File: src/rtl/multi_trigger_sequencer_pkg.sv
// Shared types and default widths for the multi-channel trigger sequencer.
// Holds the per-channel state encoding and the configuration record.
package trigger_seq_pkg;

    localparam int DEF_NUM_CHANNELS = 4;
    localparam int DEF_DELAY_WIDTH  = 16;
    localparam int DEF_LENGTH_WIDTH = 16;
    localparam int DEF_REPEAT_WIDTH = 8;
    localparam int DEF_MISSED_WIDTH = 8;

    typedef enum logic [1:0] {
        IDLE  = 2'd0,
        DELAY = 2'd1,
        PULSE = 2'd2,
        GAP   = 2'd3
    } chan_state_e;

    // Per-channel configuration record at the default field widths.
    typedef struct packed {
        logic [DEF_DELAY_WIDTH-1:0]  delay;
        logic [DEF_LENGTH_WIDTH-1:0] length;
        logic [DEF_REPEAT_WIDTH-1:0] repeatCount;
        logic [DEF_DELAY_WIDTH-1:0]  gap;
    } trigger_channel_cfg;

endpackage

File: src/rtl/multi_trigger_sequencer_if.sv
// Configuration, trigger and status bundle of the multi-channel trigger sequencer.
// The master side drives configuration and the trigger; the slave side is the sequencer.
interface multi_trigger_sequencer_if
    import trigger_seq_pkg::*;
#(
    parameter int NUM_CHANNELS = DEF_NUM_CHANNELS,
    parameter int DELAY_WIDTH  = DEF_DELAY_WIDTH,
    parameter int LENGTH_WIDTH = DEF_LENGTH_WIDTH,
    parameter int REPEAT_WIDTH = DEF_REPEAT_WIDTH,
    parameter int MISSED_WIDTH = DEF_MISSED_WIDTH
);
    logic [NUM_CHANNELS-1:0]              ipEnable;
    logic [NUM_CHANNELS*DELAY_WIDTH-1:0]  ipDelay;
    logic [NUM_CHANNELS*LENGTH_WIDTH-1:0] ipLength;
    logic [NUM_CHANNELS*REPEAT_WIDTH-1:0] ipRepeat;
    logic [NUM_CHANNELS*DELAY_WIDTH-1:0]  ipGap;
    logic                                 ipClearMissed;
    logic                                 ipMasterTrigger;
    logic [NUM_CHANNELS-1:0]              opTrigger;
    logic [NUM_CHANNELS-1:0]              opBusy;
    logic [NUM_CHANNELS*MISSED_WIDTH-1:0] opMissed;

    modport master (
        output ipEnable, ipDelay, ipLength, ipRepeat, ipGap,
        output ipClearMissed, ipMasterTrigger,
        input  opTrigger, opBusy, opMissed
    );

    modport slave (
        input  ipEnable, ipDelay, ipLength, ipRepeat, ipGap,
        input  ipClearMissed, ipMasterTrigger,
        output opTrigger, opBusy, opMissed
    );
endinterface

File: src/rtl/multi_trigger_sequencer_channel.sv
// One trigger channel: shadowed config, delay/pulse/gap burst FSM and
// a saturating missed-trigger counter.
module trigger_seq_channel
    import trigger_seq_pkg::*;
#(
    parameter int DELAY_WIDTH  = DEF_DELAY_WIDTH,
    parameter int LENGTH_WIDTH = DEF_LENGTH_WIDTH,
    parameter int REPEAT_WIDTH = DEF_REPEAT_WIDTH,
    parameter int MISSED_WIDTH = DEF_MISSED_WIDTH
) (
    input  logic                    ipClk,
    input  logic                    ipReset,
    input  logic                    ipEvent,
    input  logic                    ipEnable,
    input  logic [DELAY_WIDTH-1:0]  ipDelay,
    input  logic [LENGTH_WIDTH-1:0] ipLength,
    input  logic [REPEAT_WIDTH-1:0] ipRepeat,
    input  logic [DELAY_WIDTH-1:0]  ipGap,
    input  logic                    ipClearMissed,
    output logic                    opTrigger,
    output logic                    opBusy,
    output logic [MISSED_WIDTH-1:0] opMissed
);
    localparam int CNT_W = (DELAY_WIDTH > LENGTH_WIDTH) ? DELAY_WIDTH : LENGTH_WIDTH;

    chan_state_e             state_r;
    chan_state_e             stateNext_s;
    logic [CNT_W-1:0]        cnt_r;
    logic [CNT_W-1:0]        cntNext_s;
    logic [REPEAT_WIDTH-1:0] remain_r;
    logic [REPEAT_WIDTH-1:0] remainWork_s;
    logic [LENGTH_WIDTH-1:0] cfgLength_r;
    logic [LENGTH_WIDTH-1:0] lengthSel_s;
    logic [DELAY_WIDTH-1:0]  cfgGap_r;
    logic [DELAY_WIDTH-1:0]  gapSel_s;
    logic                    accept_s;
    logic                    goPulse_s;
    logic                    goEnd_s;
    logic                    trigger_r;
    logic                    busy_r;
    logic [MISSED_WIDTH-1:0] missed_r;

    // Next-state decode; zero-length pulses collapse so DELAY/GAP lead straight on.
    always_comb begin
        accept_s     = (state_r == IDLE) && ipEvent && ipEnable;
        stateNext_s  = state_r;
        cntNext_s    = cnt_r;
        remainWork_s = remain_r;
        goPulse_s    = 1'b0;
        goEnd_s      = 1'b0;
        if (accept_s) begin
            lengthSel_s = ipLength;
            gapSel_s    = (ipGap == {DELAY_WIDTH{1'b0}}) ? DELAY_WIDTH'(1'b1) : ipGap;
        end else begin
            lengthSel_s = cfgLength_r;
            gapSel_s    = cfgGap_r;
        end

        case (state_r)
            IDLE: begin
                if (accept_s) begin
                    remainWork_s = (ipRepeat == {REPEAT_WIDTH{1'b0}}) ? REPEAT_WIDTH'(1'b1) : ipRepeat;
                    if (ipDelay == {DELAY_WIDTH{1'b0}}) begin
                        goPulse_s = 1'b1;
                    end else begin
                        stateNext_s = DELAY;
                        cntNext_s   = CNT_W'(ipDelay);
                    end
                end else begin
                    stateNext_s = IDLE;
                end
            end
            DELAY, GAP: begin
                if (cnt_r == CNT_W'(1'b1)) begin
                    goPulse_s = 1'b1;
                end else begin
                    cntNext_s = cnt_r - CNT_W'(1'b1);
                end
            end
            PULSE: begin
                if (cnt_r == CNT_W'(1'b1)) begin
                    goEnd_s = 1'b1;
                end else begin
                    cntNext_s = cnt_r - CNT_W'(1'b1);
                end
            end
            default: begin
                stateNext_s = IDLE;
            end
        endcase

        if (goPulse_s) begin
            remainWork_s = remainWork_s - REPEAT_WIDTH'(1'b1);
            if (lengthSel_s != {LENGTH_WIDTH{1'b0}}) begin
                stateNext_s = PULSE;
                cntNext_s   = CNT_W'(lengthSel_s);
            end else begin
                goEnd_s = 1'b1;
            end
        end else begin
            remainWork_s = remainWork_s;
        end

        if (goEnd_s) begin
            if (remainWork_s != {REPEAT_WIDTH{1'b0}}) begin
                stateNext_s = GAP;
                cntNext_s   = CNT_W'(gapSel_s);
            end else begin
                stateNext_s = IDLE;
            end
        end else begin
            stateNext_s = stateNext_s;
        end

        // Losing enable aborts any burst in progress.
        if (!ipEnable) begin
            stateNext_s = IDLE;
        end else begin
            stateNext_s = stateNext_s;
        end
    end

    // State, counters, shadow config and registered outputs.
    always_ff @(posedge ipClk or negedge ipReset) begin
        if (!ipReset) begin
            state_r     <= IDLE;
            cnt_r       <= {CNT_W{1'b0}};
            remain_r    <= {REPEAT_WIDTH{1'b0}};
            cfgLength_r <= {LENGTH_WIDTH{1'b0}};
            cfgGap_r    <= {DELAY_WIDTH{1'b0}};
            trigger_r   <= 1'b0;
            busy_r      <= 1'b0;
        end else begin
            state_r   <= stateNext_s;
            cnt_r     <= cntNext_s;
            remain_r  <= remainWork_s;
            trigger_r <= (stateNext_s == PULSE);
            busy_r    <= (stateNext_s != IDLE);
            if (accept_s) begin
                cfgLength_r <= lengthSel_s;
                cfgGap_r    <= gapSel_s;
            end
        end
    end

    // Saturating missed-trigger counter; clear wins over a same-cycle increment.
    always_ff @(posedge ipClk or negedge ipReset) begin
        if (!ipReset) begin
            missed_r <= {MISSED_WIDTH{1'b0}};
        end else if (ipClearMissed) begin
            missed_r <= {MISSED_WIDTH{1'b0}};
        end else if (ipEvent && ipEnable && (state_r != IDLE) && (missed_r != {MISSED_WIDTH{1'b1}})) begin
            missed_r <= missed_r + MISSED_WIDTH'(1'b1);
        end
    end

    assign opTrigger = trigger_r;
    assign opBusy    = busy_r;
    assign opMissed  = missed_r;

endmodule

File: src/rtl/multi_trigger_sequencer.sv
// Multi-channel trigger sequencer: master-trigger edge detect fanned out to
// NUM_CHANNELS independently configured burst channels.
module multi_trigger_sequencer
    import trigger_seq_pkg::*;
#(
    parameter int NUM_CHANNELS = DEF_NUM_CHANNELS,
    parameter int DELAY_WIDTH  = DEF_DELAY_WIDTH,
    parameter int LENGTH_WIDTH = DEF_LENGTH_WIDTH,
    parameter int REPEAT_WIDTH = DEF_REPEAT_WIDTH,
    parameter int MISSED_WIDTH = DEF_MISSED_WIDTH
) (
    input  logic                      ipClk,
    input  logic                      ipReset,
    multi_trigger_sequencer_if.slave  bus
);
    logic                    trigPrev_r;
    logic                    event_s;
    logic [NUM_CHANNELS-1:0] trigger_s;
    logic [NUM_CHANNELS-1:0] busy_s;
    logic [NUM_CHANNELS*MISSED_WIDTH-1:0] missed_s;

    // Previous master trigger level for rising-edge detection.
    always_ff @(posedge ipClk or negedge ipReset) begin
        if (!ipReset) begin
            trigPrev_r <= 1'b0;
        end else begin
            trigPrev_r <= bus.ipMasterTrigger;
        end
    end

    assign event_s = bus.ipMasterTrigger & ~trigPrev_r;

    for (genvar ch = 0; ch < NUM_CHANNELS; ch++) begin : gChannel
        trigger_seq_channel #(
            .DELAY_WIDTH  (DELAY_WIDTH),
            .LENGTH_WIDTH (LENGTH_WIDTH),
            .REPEAT_WIDTH (REPEAT_WIDTH),
            .MISSED_WIDTH (MISSED_WIDTH)
        ) uChannel (
            .ipClk         (ipClk),
            .ipReset       (ipReset),
            .ipEvent       (event_s),
            .ipEnable      (bus.ipEnable[ch]),
            .ipDelay       (bus.ipDelay[ch*DELAY_WIDTH +: DELAY_WIDTH]),
            .ipLength      (bus.ipLength[ch*LENGTH_WIDTH +: LENGTH_WIDTH]),
            .ipRepeat      (bus.ipRepeat[ch*REPEAT_WIDTH +: REPEAT_WIDTH]),
            .ipGap         (bus.ipGap[ch*DELAY_WIDTH +: DELAY_WIDTH]),
            .ipClearMissed (bus.ipClearMissed),
            .opTrigger     (trigger_s[ch]),
            .opBusy        (busy_s[ch]),
            .opMissed      (missed_s[ch*MISSED_WIDTH +: MISSED_WIDTH])
        );
    end

    assign bus.opTrigger = trigger_s;
    assign bus.opBusy    = busy_s;
    assign bus.opMissed  = missed_s;

endmodule
File: src/flat_wrapper.sv
// flat-port wrapper written by rule: the top's interface ports become plain ports
module multi_trigger_sequencer_flat import trigger_seq_pkg::*;
#(
    parameter int NUM_CHANNELS = DEF_NUM_CHANNELS,
    parameter int DELAY_WIDTH  = DEF_DELAY_WIDTH,
    parameter int LENGTH_WIDTH = DEF_LENGTH_WIDTH,
    parameter int REPEAT_WIDTH = DEF_REPEAT_WIDTH,
    parameter int MISSED_WIDTH = DEF_MISSED_WIDTH
)
  (ipClk, ipReset, bus_ipEnable, bus_ipDelay, bus_ipLength, bus_ipRepeat, bus_ipGap, bus_ipClearMissed, bus_ipMasterTrigger, bus_opTrigger, bus_opBusy, bus_opMissed);
  multi_trigger_sequencer_if #(.NUM_CHANNELS(NUM_CHANNELS), .DELAY_WIDTH(DELAY_WIDTH), .LENGTH_WIDTH(LENGTH_WIDTH), .REPEAT_WIDTH(REPEAT_WIDTH), .MISSED_WIDTH(MISSED_WIDTH)) bus_i ();
  input  logic ipClk;
  input  logic ipReset;
  input wire logic [$bits(bus_i.ipEnable)-1:0] bus_ipEnable;
  input wire logic [$bits(bus_i.ipDelay)-1:0] bus_ipDelay;
  input wire logic [$bits(bus_i.ipLength)-1:0] bus_ipLength;
  input wire logic [$bits(bus_i.ipRepeat)-1:0] bus_ipRepeat;
  input wire logic [$bits(bus_i.ipGap)-1:0] bus_ipGap;
  input wire logic [$bits(bus_i.ipClearMissed)-1:0] bus_ipClearMissed;
  input wire logic [$bits(bus_i.ipMasterTrigger)-1:0] bus_ipMasterTrigger;
  output wire logic [$bits(bus_i.opTrigger)-1:0] bus_opTrigger;
  output wire logic [$bits(bus_i.opBusy)-1:0] bus_opBusy;
  output wire logic [$bits(bus_i.opMissed)-1:0] bus_opMissed;
  assign bus_i.ipEnable = bus_ipEnable;
  assign bus_i.ipDelay = bus_ipDelay;
  assign bus_i.ipLength = bus_ipLength;
  assign bus_i.ipRepeat = bus_ipRepeat;
  assign bus_i.ipGap = bus_ipGap;
  assign bus_i.ipClearMissed = bus_ipClearMissed;
  assign bus_i.ipMasterTrigger = bus_ipMasterTrigger;
  assign bus_opTrigger = bus_i.opTrigger;
  assign bus_opBusy = bus_i.opBusy;
  assign bus_opMissed = bus_i.opMissed;
  multi_trigger_sequencer #(.NUM_CHANNELS(NUM_CHANNELS), .DELAY_WIDTH(DELAY_WIDTH), .LENGTH_WIDTH(LENGTH_WIDTH), .REPEAT_WIDTH(REPEAT_WIDTH), .MISSED_WIDTH(MISSED_WIDTH)) u_core (.ipClk(ipClk), .ipReset(ipReset), .bus(bus_i));
endmodule
File: config.mk
export PLATFORM = sky130hd
export DESIGN_NAME = multi_trigger_sequencer_flat
export DESIGN_NICKNAME = d
export VERILOG_FILES = /design/src/rtl/multi_trigger_sequencer_pkg.sv /design/src/rtl/multi_trigger_sequencer_if.sv /design/src/rtl/multi_trigger_sequencer_channel.sv /design/src/rtl/multi_trigger_sequencer.sv /design/src/flat_wrapper.sv
export SDC_FILE = /design/constraint.sdc
export NUM_CORES = 1
export LEC_CHECK = 0
export ABC_CLOCK_PERIOD_IN_PS = 14040
export BUFFER_PORTS_ARGS = -buffer_cell sky130_fd_sc_hd__buf_2
export CORE_MARGIN = 2
export CORE_UTILIZATION = 50
export CTS_BUF_LIST = sky130_fd_sc_hd__clkbuf_16
export CTS_CLUSTER_DIAMETER = 40
export DETAILED_ROUTE_END_ITERATION = 10
export GPL_ROUTABILITY_DRIVEN = 1
export PLACE_DENSITY = 0.73
export SLEW_MARGIN = 25
export SYNTH_ARGS = -nofsm -noshare
export SYNTH_HDL_FRONTEND = slang
export SYNTH_HIERARCHICAL = 1
export SYNTH_SLANG_ARGS = --single-unit
File: constraint.sdc
create_clock -name ipClk -period 14.04 [get_ports ipClk]
set_clock_uncertainty 0.05 [all_clocks]
set_input_delay 2.808 -clock ipClk [delete_from_list [all_inputs] [get_ports ipClk]]
set_output_delay 2.808 -clock ipClk [all_outputs]
set_load 0.02 [all_outputs]
==> impl_metrics.csv <==
group,metric,value,unit
clock_tree,clkLatencyLatePin,0.52,ns
hold_path,min_from,"u_core/gChannel[3].uChannel/cfgGap_r[4]$_DFFE_PN0N_",
die,num_rows,65,
cells_and_area,syn_to_final_growth,18.9,%
sta,period_minus_slack,6.75,ns
route,drt-total-wl,43400,um
setup_path,critPathTopFamily,"compound AO/OA/AOI/OAI gates",
setup_path,path_buf_inv,2,
cells_and_area,drive_gt1_share,24.1,%
logic_synthesis,async_flop_share,100,%
clock_tree,cts_buffer_depth,3,
setup_path,path_max_fanout,52,
route,vias,14251,
cells_and_area,final_cell_mix,"401 x nand2_1, 273 x dfrtp_1, 270 x buf_2, 134 x nor2_1, 83 x nor4_1",
logic_synthesis,synth_compound_area_share,13.3,%
logic_synthesis,syn-num-nets,1973,
global_route,grt_overflow,0,
global_route,antenna_found_initial,3,
route,wl_per_cell,18.0,um
route,drt_first_iter_violations,1223,
logic_synthesis,synth-adder-area-share,1.27,%
placement,place_hpwl,32100,um
sta,setup_slack,7.29,ns
pwr,leakage,8.74,nW
cells_and_area,final_util,59.9,%
global_route,grt_pass1_vias,13759,
cells_and_area,final_common_cell,"nand2_1",
setup_path,rr_worst_depth,13,
flow_run,drv_cap,0,
pwr,powerDensity,137,nW/um^2
logic_synthesis,synth.area.mux_share,10.6,%
logic_synthesis,syn_avg_cell_area,9.14,sq um
setup_path,worstPathCellList,"buf_2 > nor2b_4 > nand4bb_2 > buf_4 > a311oi_1 > o21bai_1 > ha_1 > or3b_2 > a21oi_1 > nor2_1 > a2111oi_4 > o211ai_2 > o311ai_4 > mux2_2",
route,drc_errors,0,
logic_synthesis,syn_area,15800,sq um
sta,rsz0062_at_grt,"no",
sta,max_slew_margin,29.9,%
logic_synthesis,synth_flop_cell,"dfrtp_1",
route,firstDrtPassIters,8,
sta,fmax,148,MHz
logic_synthesis,ys_warn_count,6,
cells_and_area,nFillCells,2700,
die,num_io_pins,272,
setup_path,required,14.39,ns
clock_tree,tritoncts,"built",
setup_path,slowest_delay,0.80,ns
sta,worst_pin_slew,1.05,ns
cells_and_area,finalNetCount,2222,
setup_path,path_class,"input port to register",
sta,period_share,48.1,%
sta,finalSetupViolations,0,
clock_tree,path_clk_slew,0.06,ns
setup_path,worst_setup_path_start_kind,"input port",
global_route,grt_usage,25.9,%
route,detail-route-antenna-nets,0,
placement,port_buffers,271,
setup_path,r2r_start,"u_core/trigPrev_r$_DFF_PN0_",
clock_tree,htreeDepth,2,
logic_synthesis,yosys.area_share.simple,25.4,%
die,die_h,182,um
logic_synthesis,synthCells,1725,
logic_synthesis,ys_ff_latch,273,
placement,place_worst_setup_slack,6.81,ns
logic_synthesis,synthDistinctLibCells,91,
sta,tns,0,ns
pwr,vdd_drop_max,0.113,mV
sta,maxSlewViolCount,0,
global_route,grt_max_degree,76,
die,die_w,182,um
placement,place_congestion,0.919,
hold_path,hold_class,"register to register",
clock_tree,cts_made_buffers,42,
global_route,grt_pass1_wl,70000,um
hold_path,holdPathStages,2,
setup_path,rr_endpoint,"u_core/gChannel[0].uChannel/cnt_r[10]$_DFF_PN0_",
logic_synthesis,seq_area_frac_synth,43.3,%
run_status,outcome,"finished clean",
logic_synthesis,synth_edf_count,0,
clock_tree,cts-root-buf,"clkbuf_16",
clock_tree,clock_sinks,273,
logic_synthesis,synth_top_family_by_area,"simple AND/OR/NAND/NOR gates",
sta,finalHoldViolCount,0,
clock_tree,holdBufCountCts,0,
setup_path,cp.arrival,7.10,ns
die,die_area,33000,sq um
die,start_util,50.4,%
clock_tree,post_cts_buffers,0,
logic_synthesis,synth-xor-area-share,2.55,%
setup_path,slowest_stage,"o311ai_4",
setup_path,end_kind,"register",
die,core_area,31300,sq um
route,vias_per_cell,5.91,
clock_tree,postCtsResizedCells,0,
setup_path,r2r_slack,9.30,ns
hold_path,min_to,"u_core/gChannel[3].uChannel/cfgGap_r[4]$_DFFE_PN0N_",
worst reg2reg max path, stage by stage (launching register included):
cell	delay, ns
dfrtp_1	0.39
nor2b_4	0.36
nand4bb_2	0.14
buf_4	0.33
a311oi_1	0.40
o21bai_1	0.28
ha_1	0.26
or3b_2	0.45
a21oi_1	0.15
nor2_1	0.09
a2111oi_4	0.33
o211ai_2	0.16
o311ai_4	0.80
mux2_2	0.43
synthesized netlist by cell type (5+ instances only):
cell	instances	share of area, %
o211ai_1	10	0.48
buf_6	5	0.36
o31ai_1	9	0.43
o22ai_1	8	0.32
o21a_1	5	0.24
buf_1	19	0.45
nor3_1	46	1.5
ha_1	16	1.3
and2_1	11	0.44
a311oi_1	21	1.2
or2_2	11	0.44
clkbuf_1	41	0.98
nor2_1	134	3.2
nor4_1	83	3.3
nor2b_1	7	0.28
xnor2_1	14	0.78
nand4_1	31	1.2
a21oi_1	51	1.6
nor3b_1	5	0.24
a21o_1	6	0.29
mux2_4	18	1.7
a41oi_1	9	0.50
a211oi_1	24	1.1
buf_2	12	0.38
o211a_1	6	0.38
or3_1	21	0.83
nand2b_1	11	0.44
dfrtp_1	273	43
mux2_2	58	4.1
a31oi_1	13	0.52
mux2i_1	75	4.8
nand2_1	401	9.5
and3_1	10	0.40
o2111ai_1	8	0.44
xor2_1	32	1.8
inv_1	40	0.95
or4_1	9	0.43
nand3_1	21	0.67
o21ai_0	46	1.5
o31a_1	7	0.39
worst max path at each step:
stage | from | endpoint | slack (ns) | cells after the start
2_1_floorplan | bus_ipMasterTrigger | u_core/gChannel[1].uChannel/cnt_r[10]$_DFF_PN0_ | 6.53 | 16
3_3_place_gp | bus_ipMasterTrigger | u_core/gChannel[0].uChannel/cnt_r[7]$_DFF_PN0_ | 6.96 | 14
5_1_grt | bus_ipMasterTrigger | u_core/gChannel[0].uChannel/cnt_r[9]$_DFF_PN0_ | 7.07 | 14
4_1_cts | bus_ipMasterTrigger | u_core/gChannel[0].uChannel/cnt_r[10]$_DFF_PN0_ | 7.34 | 14
3_5_place_dp | bus_ipMasterTrigger | u_core/gChannel[0].uChannel/cnt_r[5]$_DFF_PN0_ | 6.81 | 14
6_report | bus_ipMasterTrigger | u_core/gChannel[0].uChannel/cnt_r[10]$_DFF_PN0_ | 7.29 | 14
final cells by class:
| type | instances | area, sq um | area share, % |
|---|---|---|---|
| clock inverter | 33 | 263 | 1.40 |
| sequential | 273 | 6830 | 36.4 |
| clock buffer | 43 | 1080 | 5.74 |
| antenna | 2 | 5.00 | 0.0267 |
| timing repair buffer | 286 | 1490 | 7.93 |
| tap | 402 | 503 | 2.68 |
| multi-input combinational | 1331 | 8440 | 45.0 |
| inverter | 40 | 150 | 0.801 |
power breakdown:
| part | internal (W) | total [W] | switching, W |
|---|---|---|---|
| sequential | 0.000935 | 0.00105 | 0.000119 |
| clock | 0.000601 | 0.000981 | 0.000380 |
| combinational | 0.000237 | 0.000533 | 0.000296 |
state kept, by name (all words and copies together), names as in the netlist:
name,cells
u_core/gChannel.uChannel/cfgLength_r,64
u_core/gChannel.uChannel/cnt_r,64
u_core/gChannel.uChannel/opBusy,4
u_core/gChannel.uChannel/remain_r,32
u_core/gChannel.uChannel/cfgGap_r,64
u_core/gChannel.uChannel/opTrigger,4
u_core/trigPrev_r,1
u_core/gChannel.uChannel/state_r,8
u_core/gChannel.uChannel/opMissed,32
logic make-up after synthesis:
logic type / count (synthesis)
and+or+nand+nor: 838
xor gates and xnor gates: 46
adders and majority gates: 16
muxes: 151
DFF: 273
AOI/OAI and AO/OA: 280
buffers and inverters: 121
routing by layer:
layer  part of all wire, %  track usage [%]  routed length, um  up-vias
met4                   2.7             8.29               1170        4
met3                   6.7             4.29               2920       81
li1                      -                -                  -     6779
met5                 0.062                0                 27        -
met1                    45             35.8              19300     6830
met2                    46             41.7              20000      557
per-stage QoR:
step	total power [W]	area, sq um	std cells	hold slack, ns
floorplan	0.00140	15800	1725	0.386
CTS	0.00258	18700	2408	0.420
global placement	0.00156	17400	2332	0.402
finish	0.00257	18800	2410	0.416
detailed placement	0.00158	17400	2332	0.409
global route	0.00271	18800	2409	0.448
No activity file was read; power rests on OpenSTA's default activity.
